## src/rtl/alu_share_arbiter.sv

```systemverilog
// alu_share_arbiter: round-robin sharing of one combinational ALU between NUM_REQ
// requesters, with a registered operand stage and a one-entry response buffer per
// requester. Optional per-requester grant/stall counters are built when the macro
// ALU_SHARE_ARBITER_PERF_EN is defined.
module alu_share_arbiter #(
    parameter int unsigned XLEN    = 32,
    parameter int unsigned NUM_REQ = 2,
    parameter int unsigned IDW     = $clog2(NUM_REQ)
) (
    input  logic                    clk,
    input  logic                    rst_n,
    input  logic [NUM_REQ-1:0]      req_valid,
    output logic [NUM_REQ-1:0]      req_ready,
    input  logic [NUM_REQ*XLEN-1:0] req_d0,
    input  logic [NUM_REQ*XLEN-1:0] req_d1,
    input  logic [NUM_REQ*4-1:0]    req_op,
    input  logic [NUM_REQ-1:0]      req_word,
    output logic [NUM_REQ-1:0]      resp_valid,
    input  logic [NUM_REQ-1:0]      resp_ready,
    output logic [NUM_REQ*XLEN-1:0] resp_y,
    output logic [XLEN-1:0]         alu_d0,
    output logic [XLEN-1:0]         alu_d1,
    output logic [3:0]              alu_s,
    output logic                    alu_is_word_op,
    input  logic [XLEN-1:0]         alu_y
`ifdef ALU_SHARE_ARBITER_PERF_EN
    ,
    output logic [NUM_REQ*32-1:0]   perf_grant_cnt,
    output logic [NUM_REQ*32-1:0]   perf_stall_cnt
`endif
);

    localparam int unsigned OPW = 4;
    localparam int unsigned CNTW = 32;

    logic [NUM_REQ-1:0] buf_full;
    logic [NUM_REQ-1:0] eligible;
    logic [NUM_REQ-1:0] grant;
    logic               stage_vld;
    logic [IDW-1:0]     stage_id;
    logic [IDW-1:0]     rr_ptr;
    logic [IDW-1:0]     scan_idx;
    logic [IDW-1:0]     win_id;
    logic               win_vld;
    logic [XLEN-1:0]    win_d0;
    logic [XLEN-1:0]    win_d1;
    logic [OPW-1:0]     win_op;
    logic               win_word;

    // A requester may issue when its buffer is free (or draining now) and it has nothing in the ALU stage.
    always_comb begin
        eligible = '0;
        for (int i = 0; i < NUM_REQ; i++) begin
            eligible[i] = rst_n & req_valid[i] & (~buf_full[i] | resp_ready[i])
                        & ~(stage_vld & (stage_id == IDW'(i)));
        end
    end

    // Round-robin search upward from rr_ptr with wrap; first eligible requester wins.
    always_comb begin
        win_vld  = 1'b0;
        win_id   = '0;
        scan_idx = '0;
        for (int k = 0; k < NUM_REQ; k++) begin
            scan_idx = IDW'((32'(rr_ptr) + 32'(k)) % NUM_REQ);
            if (!win_vld && eligible[scan_idx]) begin
                win_vld = 1'b1;
                win_id  = scan_idx;
            end
        end
    end

    // One-hot grant and selection of the winner's operands.
    always_comb begin
        grant    = '0;
        win_d0   = '0;
        win_d1   = '0;
        win_op   = '0;
        win_word = 1'b0;
        for (int i = 0; i < NUM_REQ; i++) begin
            if (win_vld && (win_id == IDW'(i))) begin
                grant[i] = 1'b1;
                win_d0   = req_d0[i*XLEN +: XLEN];
                win_d1   = req_d1[i*XLEN +: XLEN];
                win_op   = req_op[i*OPW +: OPW];
                win_word = req_word[i];
            end
        end
    end

    assign req_ready  = grant;
    assign resp_valid = buf_full;

    // Stage A: register the winner onto the ALU inputs; hold them when idle to avoid toggling.
    always_ff @(posedge clk or negedge rst_n) begin
        if (!rst_n) begin
            stage_vld      <= 1'b0;
            stage_id       <= '0;
            rr_ptr         <= '0;
            alu_d0         <= '0;
            alu_d1         <= '0;
            alu_s          <= '0;
            alu_is_word_op <= 1'b0;
        end else begin
            stage_vld <= win_vld;
            if (win_vld) begin
                stage_id       <= win_id;
                rr_ptr         <= IDW'((32'(win_id) + 32'd1) % NUM_REQ);
                alu_d0         <= win_d0;
                alu_d1         <= win_d1;
                alu_s          <= win_op;
                alu_is_word_op <= win_word;
            end
        end
    end

    // Stage B: capture the ALU result into the owner's buffer; a write wins over a same-cycle drain.
    always_ff @(posedge clk or negedge rst_n) begin
        if (!rst_n) begin
            buf_full <= '0;
            resp_y   <= '0;
        end else begin
            for (int i = 0; i < NUM_REQ; i++) begin
                if (stage_vld && (stage_id == IDW'(i))) begin
                    resp_y[i*XLEN +: XLEN] <= alu_y;
                    buf_full[i]            <= 1'b1;
                end else if (buf_full[i] && resp_ready[i]) begin
                    buf_full[i] <= 1'b0;
                end
            end
        end
    end

`ifdef ALU_SHARE_ARBITER_PERF_EN
    // Per-requester grant and stall counters, wrapping at 2^32.
    always_ff @(posedge clk or negedge rst_n) begin
        if (!rst_n) begin
            perf_grant_cnt <= '0;
            perf_stall_cnt <= '0;
        end else begin
            for (int i = 0; i < NUM_REQ; i++) begin
                if (grant[i]) begin
                    perf_grant_cnt[i*CNTW +: CNTW] <= perf_grant_cnt[i*CNTW +: CNTW] + 32'd1;
                end
                if (req_valid[i] && !grant[i]) begin
                    perf_stall_cnt[i*CNTW +: CNTW] <= perf_stall_cnt[i*CNTW +: CNTW] + 32'd1;
                end
            end
        end
    end
`endif

endmodule

```

## config.mk

```make
export PLATFORM = sky130hd
export DESIGN_NAME = alu_share_arbiter
export DESIGN_NICKNAME = d
export VERILOG_FILES = /design/src/rtl/alu_share_arbiter.sv
export SDC_FILE = /design/constraint.sdc
export NUM_CORES = 1
export LEC_CHECK = 0
export ABC_AREA = 1
export BUFFER_PORTS_ARGS = -buffer_cell sky130_fd_sc_hd__buf_2
export CORE_MARGIN = 2
export CORE_UTILIZATION = 40
export DETAILED_ROUTE_END_ITERATION = 8
export PLACE_DENSITY = 0.7
export SYNTH_ARGS = -nofsm -noshare
export SYNTH_HDL_FRONTEND = slang
export SYNTH_SLANG_ARGS = --single-unit
```

## constraint.sdc

```tcl
create_clock -name clk -period 1.8 [get_ports clk]
set_clock_uncertainty 0.15 [all_clocks]
set_input_delay 0 -clock clk [delete_from_list [all_inputs] [get_ports clk]]
set_output_delay 0 -clock clk [all_outputs]
set_load 0.05 [all_outputs]
```

==> impl_results.md, run 1 <==
* Worst Tran Pin Value at 0.596 ns
* Final Hold Viols at 0
* P_int at 0.00863 W
* Crit path kind: register to primary output
* Top Ports at approximately 310
* Std cell rows at between 40 and 50
* DRT Wirelength at 21800 µm
* TNS Setup at 0 ns
* Startpoint class of the critical path: register
* Reg-to-reg startpoint: stage_vld
* H-tree depth at 4
* Static leakage at roughly 5.2 nW
* Fin util at 0.713
* Most frequent cells in the layout: buf_2, nand2_1, dlygate4sd3_1
* Dpl hpwl at roughly 12000 µm
* Clock transition at the registers of the reported paths at about 0.060 ns
* Clock Sinks at 138
* Worst vdd ir at 1.24 mV
* Min Clock Period, post-route at 1.68 ns
* Final period util at 0.932
* Detailed-route via count at 6656
* Hold Path Origin: req_valid[0]
* DR vias/cell at approximately 5.0
* Syn Area/Cell at roughly 9 µm²
* Reg2Reg Depth at 8
* Starting density of the core at 0.410
* Clock insertion delay at the later pin of the skew report at 0.41 ns
* Crit end category: primary output
* Area growth syn-to-layout at 74.0%
* # setup viols final at 0
* Avg WL per Cell at 16.5 µm
* Final-report max-slew violation count at 0
* Input/output buffers at 312
* Top cell type's share of synthesized area at 0.605
* Worst path required time at 1.65 ns
* GPL Wtd Cong at roughly 0.80
* Die height at 123 µm
* Mapped Cells at 640
* FMAX at just under 600 MHz
* GRT Resource Usage Total at 0.275
* Clock group share of total power at 0.192
* Yosys top cell by area: dfrtp_1
* Yosys Warn Count at 0
* Status: finished clean
* Mapped Area at 5710 µm²
* DRC Markers at 0
* Area post-placement at 7430 µm²
* Hold-critical path depth at 6
* Worst-path maximum fanout at 3
* Largest net degree at the start of global routing at about 140
* Most common cell after layout, fill and taps aside: buf_2
* Cts bufs inserted at 17
* Hold Path Class: input pin to register
* Die area at 15200 µm²
* Part of the power in registers at 0.296
* Slack of the worst reg-to-reg path at 0.13 ns
* First-iteration detailed-routing DRC count at about 650
* Clock root buffer: clkbuf_16
* Pre-CTS setup slack at 0.185 ns
* Combinational Power Share at 0.511
* Final hold slack at approximately 0.018 ns
* Global-route wire length before repair at 32200 µm
* Initial antenna violation count at 1
* Sw Ratio at 0.504
* Initial DRT Pass Iterations at 5
* RSZ-0062 raised after global routing: false
* Synth Net Count at 816
* Design Area, Final at 9930 µm²
* Final worst slack at roughly 0.12 ns
* Die Wd at approximately 120 µm
* CP arrival at ~1.5 ns
* Clock Path Buffers at 2
* Layout cells sized above 1 at 0.325
* Synth top area cells: dfrtp_1, nand2_1, nand3_1
* Share of the yosys chip area belonging to registers at 0.605
* Relative slew margins at 0.603
* Fin nets at 1301
* Final antenna-violating net count at 0
* MaxCap Viol Count at 0
* Total core area at ~14000 µm²
* #FFs+latches synth at 138
* Vias in the first global route at roughly 6500
* Hold path endpoint: stage_id
* Psw at 0.00878 W
* CTS tree: done
* PwrDens at between 1500 and 2000 nW/µm²
* GR Overflow Total at 0
* Post-synth cell types at 16
* R2R Path End: alu_d0[28]
==> kinds of logic after synthesis <==
logic type / share of synthesized area
flip-flops: 0.605
AO/OA/AOI/OAI: 0.0607
buffers and inverters: 0.0666
AND/OR/NAND/NOR: 0.268
==> per-stage QoR <==
step	cells	power (W)
3_5_place_dp	1101	0.0135
5_1_grt	1318	0.0182
2_1_floorplan	640	0.0113
3_3_place_gp	1101	0.0134
4_1_cts	1313	0.0173
6_report	1320	0.0174
==> timing repair <==
action	CTS	global route
endpoints found under the hold margin	275	0
setup buffers	3	2
gates resized for setup	3	11
hold buffers	176	0
pin swaps	1	3
endpoints found under the setup margin	2	159
cloned	2	2
==> worst max path at each step <==
stage,start,to,slack [ns],cells after the start
after global placement,stage_vld,req_ready[1],0.22,7
after global routing,stage_vld,req_ready[1],0.001,7
after floorplan,resp_valid[1],alu_d1[0],0.07,7
final,stage_vld,req_ready[1],0.12,7
after CTS,stage_vld,req_ready[1],-0.002,7
after detailed placement,stage_vld,req_ready[1],0.19,7
==> sequential cells by signal, indices dropped and copies added, names as in the netlist <==
name	cells
alu_d0	32
alu_d1	32
alu_is_word_op	1
alu_s	4
resp_valid	2
resp_y	64
rr_ptr	1
stage_id	1
stage_vld	1
==> cell usage after synthesis, drive strengths merged <==
| cell type | count |
|---|---|
| inv | 39 |
| clkbuf | 20 |
| dfrtp | 138 |
| buf | 22 |
| o21ai | 66 |
| a21oi | 1 |
| nor2 | 1 |
| nand2 | 212 |
| nand3 | 139 |
| nand4 | 2 |
==> layer usage <==
layer,global-route usage,wire length [µm],up-vias
met4,0.142,928,0
met5,0,0,-
li1,-,-,3046
met2,0.455,10900,368
met1,0.329,8340,3166
met3,0.0720,1650,76
==> power groups by stage <==
stage | registers (W) | logic [W] | clock network (W)
after floorplan | 0.00969 | 0.00162 | 0
after global placement | 0.00511 | 0.00831 | 0
after detailed placement | 0.00511 | 0.00840 | 0
after CTS | 0.00511 | 0.00878 | 0.00341
after global routing | 0.00530 | 0.00935 | 0.00356
final | 0.00516 | 0.00891 | 0.00335
==> worst max-delay path, cell delays in order, from the launching register on <==
cell and delay [ns]:
dfrtp_1 0.40, nand2_2 0.09, nand2_2 0.08, nor2_4 0.15, buf_12 0.12, nand2_2 0.06
inv_2 0.07, buf_8 0.14
==> final cells by class <==
cell class | count | area (µm²)
Timing Repair Buffer | 508 | 3650
Multi-Input combinational cell | 421 | 1890
Sequential cell | 138 | 3450
Antenna cell | 3 | 7.51
Clock buffer | 24 | 472
Tap cell | 180 | 225
Inverter | 39 | 146
Clock inverter | 7 | 92.6
Fill cell | 974 | 4000
(Power assumes the default switching activity.)
==> run 2, diff against run 1 <==
Settings changed: ABC_AREA 1 to not set.
==> impl_results.md, run 2 <==
* Status: finished, violations left
* Failing checks: negative setup slack
* Synth top area cells: dfrtp_1, mux2_2, a221o_1
* Post-synth EDFFs at 0 (unchanged)
* Std cell rows at 43 (unchanged)
* Slowest-stage cell, CP: dfrtp_1
* Die height at 123 µm (about the same)
* Layout cells sized above 1 at 0.503 (+0.179)
* MaxCap Viol Count at 0 (unchanged)
* Hold Path Class: input pin to async pin
* CTS tree: done
* Static leakage at 4.82 nW (-7.9%)
* Yosys top cell by area: dfrtp_1
* Cell family with most CP delay: compound AO/OA/AOI/OAI gates
* Final Hold Viols at 0 (unchanged)
* Share of the yosys chip area belonging to registers at 0.605 (about the same)
* Worst Tran Pin Value at 0.621 ns (+0.0251 ns)
* Top Ports at 313 (unchanged)
* DRC Markers at 0 (unchanged)
* H-tree depth at 4 (unchanged)
* Sequence of cells on the critical path: nor2b_4, or2_4, o21a_4, clkbuf_16, a221o_1
* Starting density of the core at 0.410 (about the same)
* Crit end category: register
* PwrDens at 1830 nW/µm² (+4.3%)
* DR vias/cell at 5.37 (+6.5%)
* DRT Wirelength at 22100 µm (+1.3%)
* CP arrival at 2.03 ns (+0.50 ns)
* Final antenna-violating net count at 0 (unchanged)
* Top cell type's share of synthesized area at 0.605 (about the same)
* Total core area at 13900 µm² (unchanged)
* Most frequent cells in the layout: buf_2, dlygate4sd3_1, dfrtp_1
* Count leader, synth: dfrtp_1
* FMAX at 532 MHz (-11%)
* Clock transition at the registers of the reported paths at 0.07 ns (about the same)
* Ys async rst share at 1.00 (unchanged)
* # setup viols final at 71 (+71)
* Initial antenna violation count at 0 (-1)
* Min Clock Period, post-route at 1.88 ns (+0.200 ns)
* Clock Sinks at 138 (unchanged)
* GPL Wtd Cong at 0.821 (+2.4%)
* CP Buf/Inv Count at 1 (-2)
* #FFs+latches synth at 138 (unchanged)
* Worst-path maximum fanout at 16 (+13)
* List of most frequent post-synthesis cells: dfrtp_1, a221o_1, nor3b_1, mux2_2, clkbuf_1
* Die Wd at 123 µm (about the same)
* Filler Cell Count at 884 (-9.2%)
* Worst vdd ir at 0.952 mV (-23%)
* Avg WL per Cell at 20.3 µm (+23%)
* Largest stage delay, worst path at 0.39 ns (about the same)
* Clock root buffer: clkbuf_16
* GR Overflow Total at 0 (unchanged)
* Largest net degree at the start of global routing at 52 (-62%)
* Detailed-route via count at 5861 (-12%)
* Input/output buffers at 312 (unchanged)
* Global-route wire length before repair at 32000 µm (-0.60%)
* Footprint of the multi-input gates at 2120 µm² (+12%)
* Final-report max-slew violation count at 0 (unchanged)
* Clock insertion delay at the later pin of the skew report at 0.40 ns (about the same)
* First-iteration detailed-routing DRC count at 372 (-42%)
* Synth Net Count at 572 (-30%)
* Biggest regs: resp_y x64, alu_d0 x32, alu_d1 x32
* Crit path kind: register to register
* Reg area at 3460 µm² (about the same)
* Vias in the first global route at 6411 (-1.0%)
* RSZ-0062 raised after global routing: true
* Fin nets at 1073 (-18%)
* Max FFs per register at 64 (unchanged)
* Area growth syn-to-layout at 79.2%
* TNS Setup at -3.53 ns (-3.53 ns)
* Mapped Area at 5710 µm² (about the same)
* Post-synth cell types at 19 (+3)
* Startpoint class of the critical path: register
* Top reg by flops: resp_y
* Clock Path Buffers at 2 (unchanged)
* Cts bufs inserted at 17 (unchanged)
* Syn Area/Cell at 14.4 µm² (+62%)
* Die area at 15200 µm² (about the same)
* Relative slew margins at 0.586 (-0.0167)
* Final period util at 1.04 (+0.111)
* Worst path required time at 1.95 ns (+0.30 ns)
* Dpl hpwl at 11700 µm (-0.45%)
* Most common cell after layout, fill and taps aside: buf_2
* Ys flop type: dfrtp_1
* Initial DRT Pass Iterations at 5 (unchanged)
* Yosys Warn Count at 0 (unchanged)
* Mapped Cells at 396 (-38%)
* GRT Resource Usage Total at 0.276 (+0.00166)
* Final worst slack at -0.0783 ns (-0.200 ns)
* Fin util at 0.734 (+0.0213)
run 2: cell types whose count changed after synthesis, moves of 3 or more:
| cell | delta |
|---|---|
| nand3_1 | -138 |
| buf_1 | -3 |
| nor3b_1 | +69 |
| inv_1 | -35 |
| mux2_2 | +64 |
| a221o_1 | +69 |
| nand2_1 | -207 |
| nand2_2 | -3 |
| o21ai_0 | -64 |
run 2: final timing paths:
check | startpoint | to | slack [ns] | depth (start not counted)
max in group asynchronous | rst_n | alu_d1[12] | 0.32 | 4
worst min-delay path | rst_n | resp_y[19] | 0.16 | 3
worst min register to register | resp_y[36] | resp_y[36] | 0.35 | 1
worst max-delay path | stage_vld | alu_d1[29] | -0.08 | 5
min in group clk | req_d0[9] | alu_d0[9] | 0.19 | 3
worst max register to register | stage_vld | alu_d1[29] | -0.08 | 5
run 2: metal layers:
metal / up-vias / global-route usage / wire length [µm]
li1: 2536 / - / -
met1: 2855 / 0.307 / 8200
met2: 390 / 0.479 / 11300
met3: 80 / 0.0780 / 1850
met4: 0 / 0.146 / 777
met5: - / 0 / 0
run 2: layout make-up:
class,instances,share of cell area
Timing Repair Buffer,520,0.375
Sequential cell,138,0.338
Multi-Input combinational cell,217,0.207
Clock buffer,17,0.0416
Tap cell,180,0.0220
Clock inverter,15,0.0150
Inverter,3,0.00110
Antenna cell,1,0.000245
run 2: per-stage QoR:
step	hold WS, ns	std cells	setup WS [ns]	power [W]	cell area, µm²
2_1_floorplan	-0.446	396	-0.165	0.0121	5730
3_3_place_gp	-0.0108	863	0.0138	0.0143	7500
3_5_place_dp	-0.00229	863	-0.0582	0.0145	7500
4_1_cts	0.167	1086	-0.0569	0.0186	10100
5_1_grt	0.194	1090	-0.127	0.0195	10200
6_report	0.156	1091	-0.0783	0.0187	10200
run 2: worst reg2reg max path, cell delays in order (launching register included):
cell and delay, ns:
dfrtp_1 0.39, nor2b_4 0.15, or2_4 0.26, o21a_4 0.26, clkbuf_16 0.20, a221o_1 0.36
run 2: cell families after synthesis:
group / count (synthesis) / synth area share
mux: 64 / 0.126
simple gates: 77 / 0.101
buf+inv: 41 / 0.0392
flops: 138 / 0.605
compound gates: 76 / 0.129
run 2: timing repair:
item                       4_1_cts  5_1_grt
hold endpoints to repair       231        0
gates cloned                     4        4
gates resized for setup         31        7
setup buffers                   14        1
hold buffers                   174        0
setup endpoints to repair       93       72
pin swaps                       12        3
run 2: report_power, final:
| part | internal [W] | leakage, nW | switching (W) |
|---|---|---|---|
| logic | 0.00298 | 2.89 | 0.00696 |
| registers | 0.00451 | 1.66 | 0.000818 |
| clock network | 0.00196 | 0.276 | 0.00148 |
| total | 0.00945 | 4.82 | 0.00926 |
==> run 3, diff against run 2 <==
Settings changed: CORE_AREA set to 2 2 123 125, CORE_MARGIN 2 to not set, CORE_UTILIZATION 40 to not set, DIE_AREA set to 0 0 125 127, PLACE_DENSITY 0.7 to 0.69.
==> impl_results.md, run 3 (same netlist as run 2, synthesis figures left out) <==
* Input/output buffers at 312 (unchanged)
* Slack of the worst reg-to-reg path at -0.09 ns (about the same)
* Initial DRT Pass Iterations at 5 (unchanged)
* Top sig layer: met4
* Die area at 15900 µm² (+4.1%)
* Relative slew margins at 0.644 (+0.0578)
* Final-report max-slew violation count at 0 (unchanged)
* Reg-to-reg startpoint: stage_vld
* Crit end category: register
* Layout cells sized above 1 at 0.502 (-0.00164)
* Clock Path Buffers at 2 (unchanged)
* Hold Path Class: input pin to register
* Avg WL per Cell at 19.6 µm (-3.1%)
* Largest net degree at the start of global routing at 62 (+19%)
* Crit path to: alu_d0[14]
* Final antenna-violating net count at 0 (unchanged)
* Clock insertion delay at the later pin of the skew report at 0.42 ns (+0.02 ns)
* Dpl hpwl at 11700 µm (about the same)
* Startpoint class of the critical path: register
* Reg2Reg Depth at 5 (unchanged)
* M1 WL at 8240 µm (+0.51%)
* Clock root buffer: clkbuf_16
* # setup viols final at 71 (unchanged)
* Cts bufs inserted at 17 (unchanged)
* Worst vdd ir at 0.934 mV (-1.9%)
* RSZ-0062 raised after global routing: true
* CP arrival at 2.04 ns (about the same)
* Top Ports at 313 (unchanged)
* Most common cell after layout, fill and taps aside: buf_2
* Most frequent cells in the layout: buf_2, dlygate4sd3_1, dfrtp_1
* DR vias/cell at 5.30 (-1.3%)
* Worst path required time at 1.95 ns (about the same)
* Sequence of cells on the critical path: nor2b_4, or2_1, o21a_4, buf_12, a221o_1
* Clock Sinks at 138 (unchanged)
* Worst-path maximum fanout at 39 (+23)
* Clock transition at the registers of the reported paths at 0.06 ns (about the same)
* Vias in the first global route at 6307 (-1.6%)
* Final period util at 1.05 (+0.00592)
* GRT Resource Usage Total at 0.259 (-0.0170)
* FMAX at 529 MHz (-0.56%)
* Top reg by flops: resp_y
* Fin util at 0.706 (-0.0278)
* MaxCap Viol Count at 0 (unchanged)
* Min Clock Period, post-route at 1.89 ns (+0.0107 ns)
* Static leakage at 4.81 nW (-0.32%)
* Slowest-stage cell, CP: dfrtp_1
* Max FFs per register at 64 (unchanged)
* GR Overflow Total at 0 (unchanged)
* Largest stage delay, worst path at 0.39 ns (about the same)
* Crit path kind: register to register
* Final Hold Viols at 0 (unchanged)
* PwrDens at 1830 nW/µm² (about the same)
* Met3 Routed Length at 1770 µm (-4.3%)
* R2R Path End: alu_d0[14]
* Total core area at 14400 µm² (+3.5%)
* Area growth syn-to-layout at 78.4%
* GPL Wtd Cong at 0.865 (+5.4%)
* First-iteration detailed-routing DRC count at 347 (-6.7%)
* DRT Wirelength at 21400 µm (-3.1%)
* CTS tree: done
* Detailed-route via count at 5785 (-1.3%)
* DRC Markers at 0 (unchanged)
* Die Wd at 125 µm (+1.2%)
* Biggest regs: resp_y x64, alu_d0 x32, alu_d1 x32
* CP Launch Point: stage_vld
* Final worst slack at -0.0890 ns (-0.0107 ns)
* H-tree depth at 4 (unchanged)
* Pre-CTS setup slack at -0.0579 ns (+0.000277 ns)
* Worst Tran Pin Value at 0.534 ns (-0.0867 ns)
* Status: finished, violations left
* Std cell rows at 44 (+2.3%)
* Global-route wire length before repair at 32600 µm (+1.9%)
* Failing checks: negative setup slack
* Fin nets at 1068 (-0.47%)
* Starting density of the core at 0.396 (-0.0139)
* Met2 Wirelength at 10600 µm (-6.5%)
* Initial antenna violation count at 1 (+1)
* Die height at 127 µm (+2.9%)
==> run 3: cell count changes in the layout (fill, tap and decap cells not counted), sizes merged <==
cell,change
clkinvlp,-1
clkbuf,+5
bufinv,+1
diode,+1
buf,-6
clkinv,+4
inv,-8
==> run 3: area by class of cell <==
cell class                 count  area, µm²
antenna                        2       5.00
sequential                   138       3460
timing repair buffer         515       3770
multi-input combinational    217       2120
fill                         968       4240
inverter                       3       11.3
clock buffer                  21        480
tap                          184        230
clock inverter                11        118
==> run 3: worst min path at each step <==
stage,startpoint,slack (ns),end,cells past startpoint
3_5_place_dp,rst_n,-0.05,stage_vld,2
2_1_floorplan,rst_n,-0.45,alu_d0[0],0
5_1_grt,req_valid[1],0.12,stage_id,4
6_report,req_valid[1],0.09,stage_id,4
4_1_cts,req_valid[1],0.07,stage_id,4
3_3_place_gp,rst_n,-0.06,stage_id,2
==> run 3: worst max-delay path, delay by kind of cell, from the launching register on <==
family	cells	cell delay, ns
AOI/OAI and AO/OA	2	0.62
buffers and inverters	1	0.18
DFF	1	0.39
and+or+nand+nor	2	0.41
==> run 3: power breakdown <==
group	internal [W]	total (W)	leakage (nW)	switching (W)
Combinational	0.00291	0.00980	2.85	0.00689
Clock	0.00218	0.00349	0.295	0.00131
Sequential	0.00451	0.00534	1.66	0.000831
Total	0.00960	0.0186	4.81	0.00903
==> run 3: through the flow <==
| stage | TNS, ns | hold slack (ns) | cells | instance area (µm²) | total power (W) |
|---|---|---|---|---|---|
| after floorplan | -11.34 | -0.446 | 396 | 5730 | 0.0121 |
| after global placement | 0 | -0.0595 | 868 | 7500 | 0.0143 |
| after detailed placement | -2.16 | -0.0476 | 868 | 7500 | 0.0145 |
| after CTS | -3.92 | 0.0741 | 1086 | 10100 | 0.0185 |
| after global routing | -8.28 | 0.121 | 1090 | 10200 | 0.0194 |
| final | -4.01 | 0.0902 | 1091 | 10200 | 0.0186 |
==> run 3: routing by layer <==
layer,vias to the layer above,track usage
met5,-,0
met2,350,0.426
li1,2521,-
met1,2843,0.306
met3,71,0.0846
met4,0,0.135
==> run 3: what timing repair did <==
item                                   4_1_cts  5_1_grt
hold buffers                               174        0
buffers inserted                            10        0
cloned                                       2        4
endpoints found under the hold margin      213        0
pin swaps                                    4        5
resized for setup                           17       10
setup endpoints to repair                   71      137
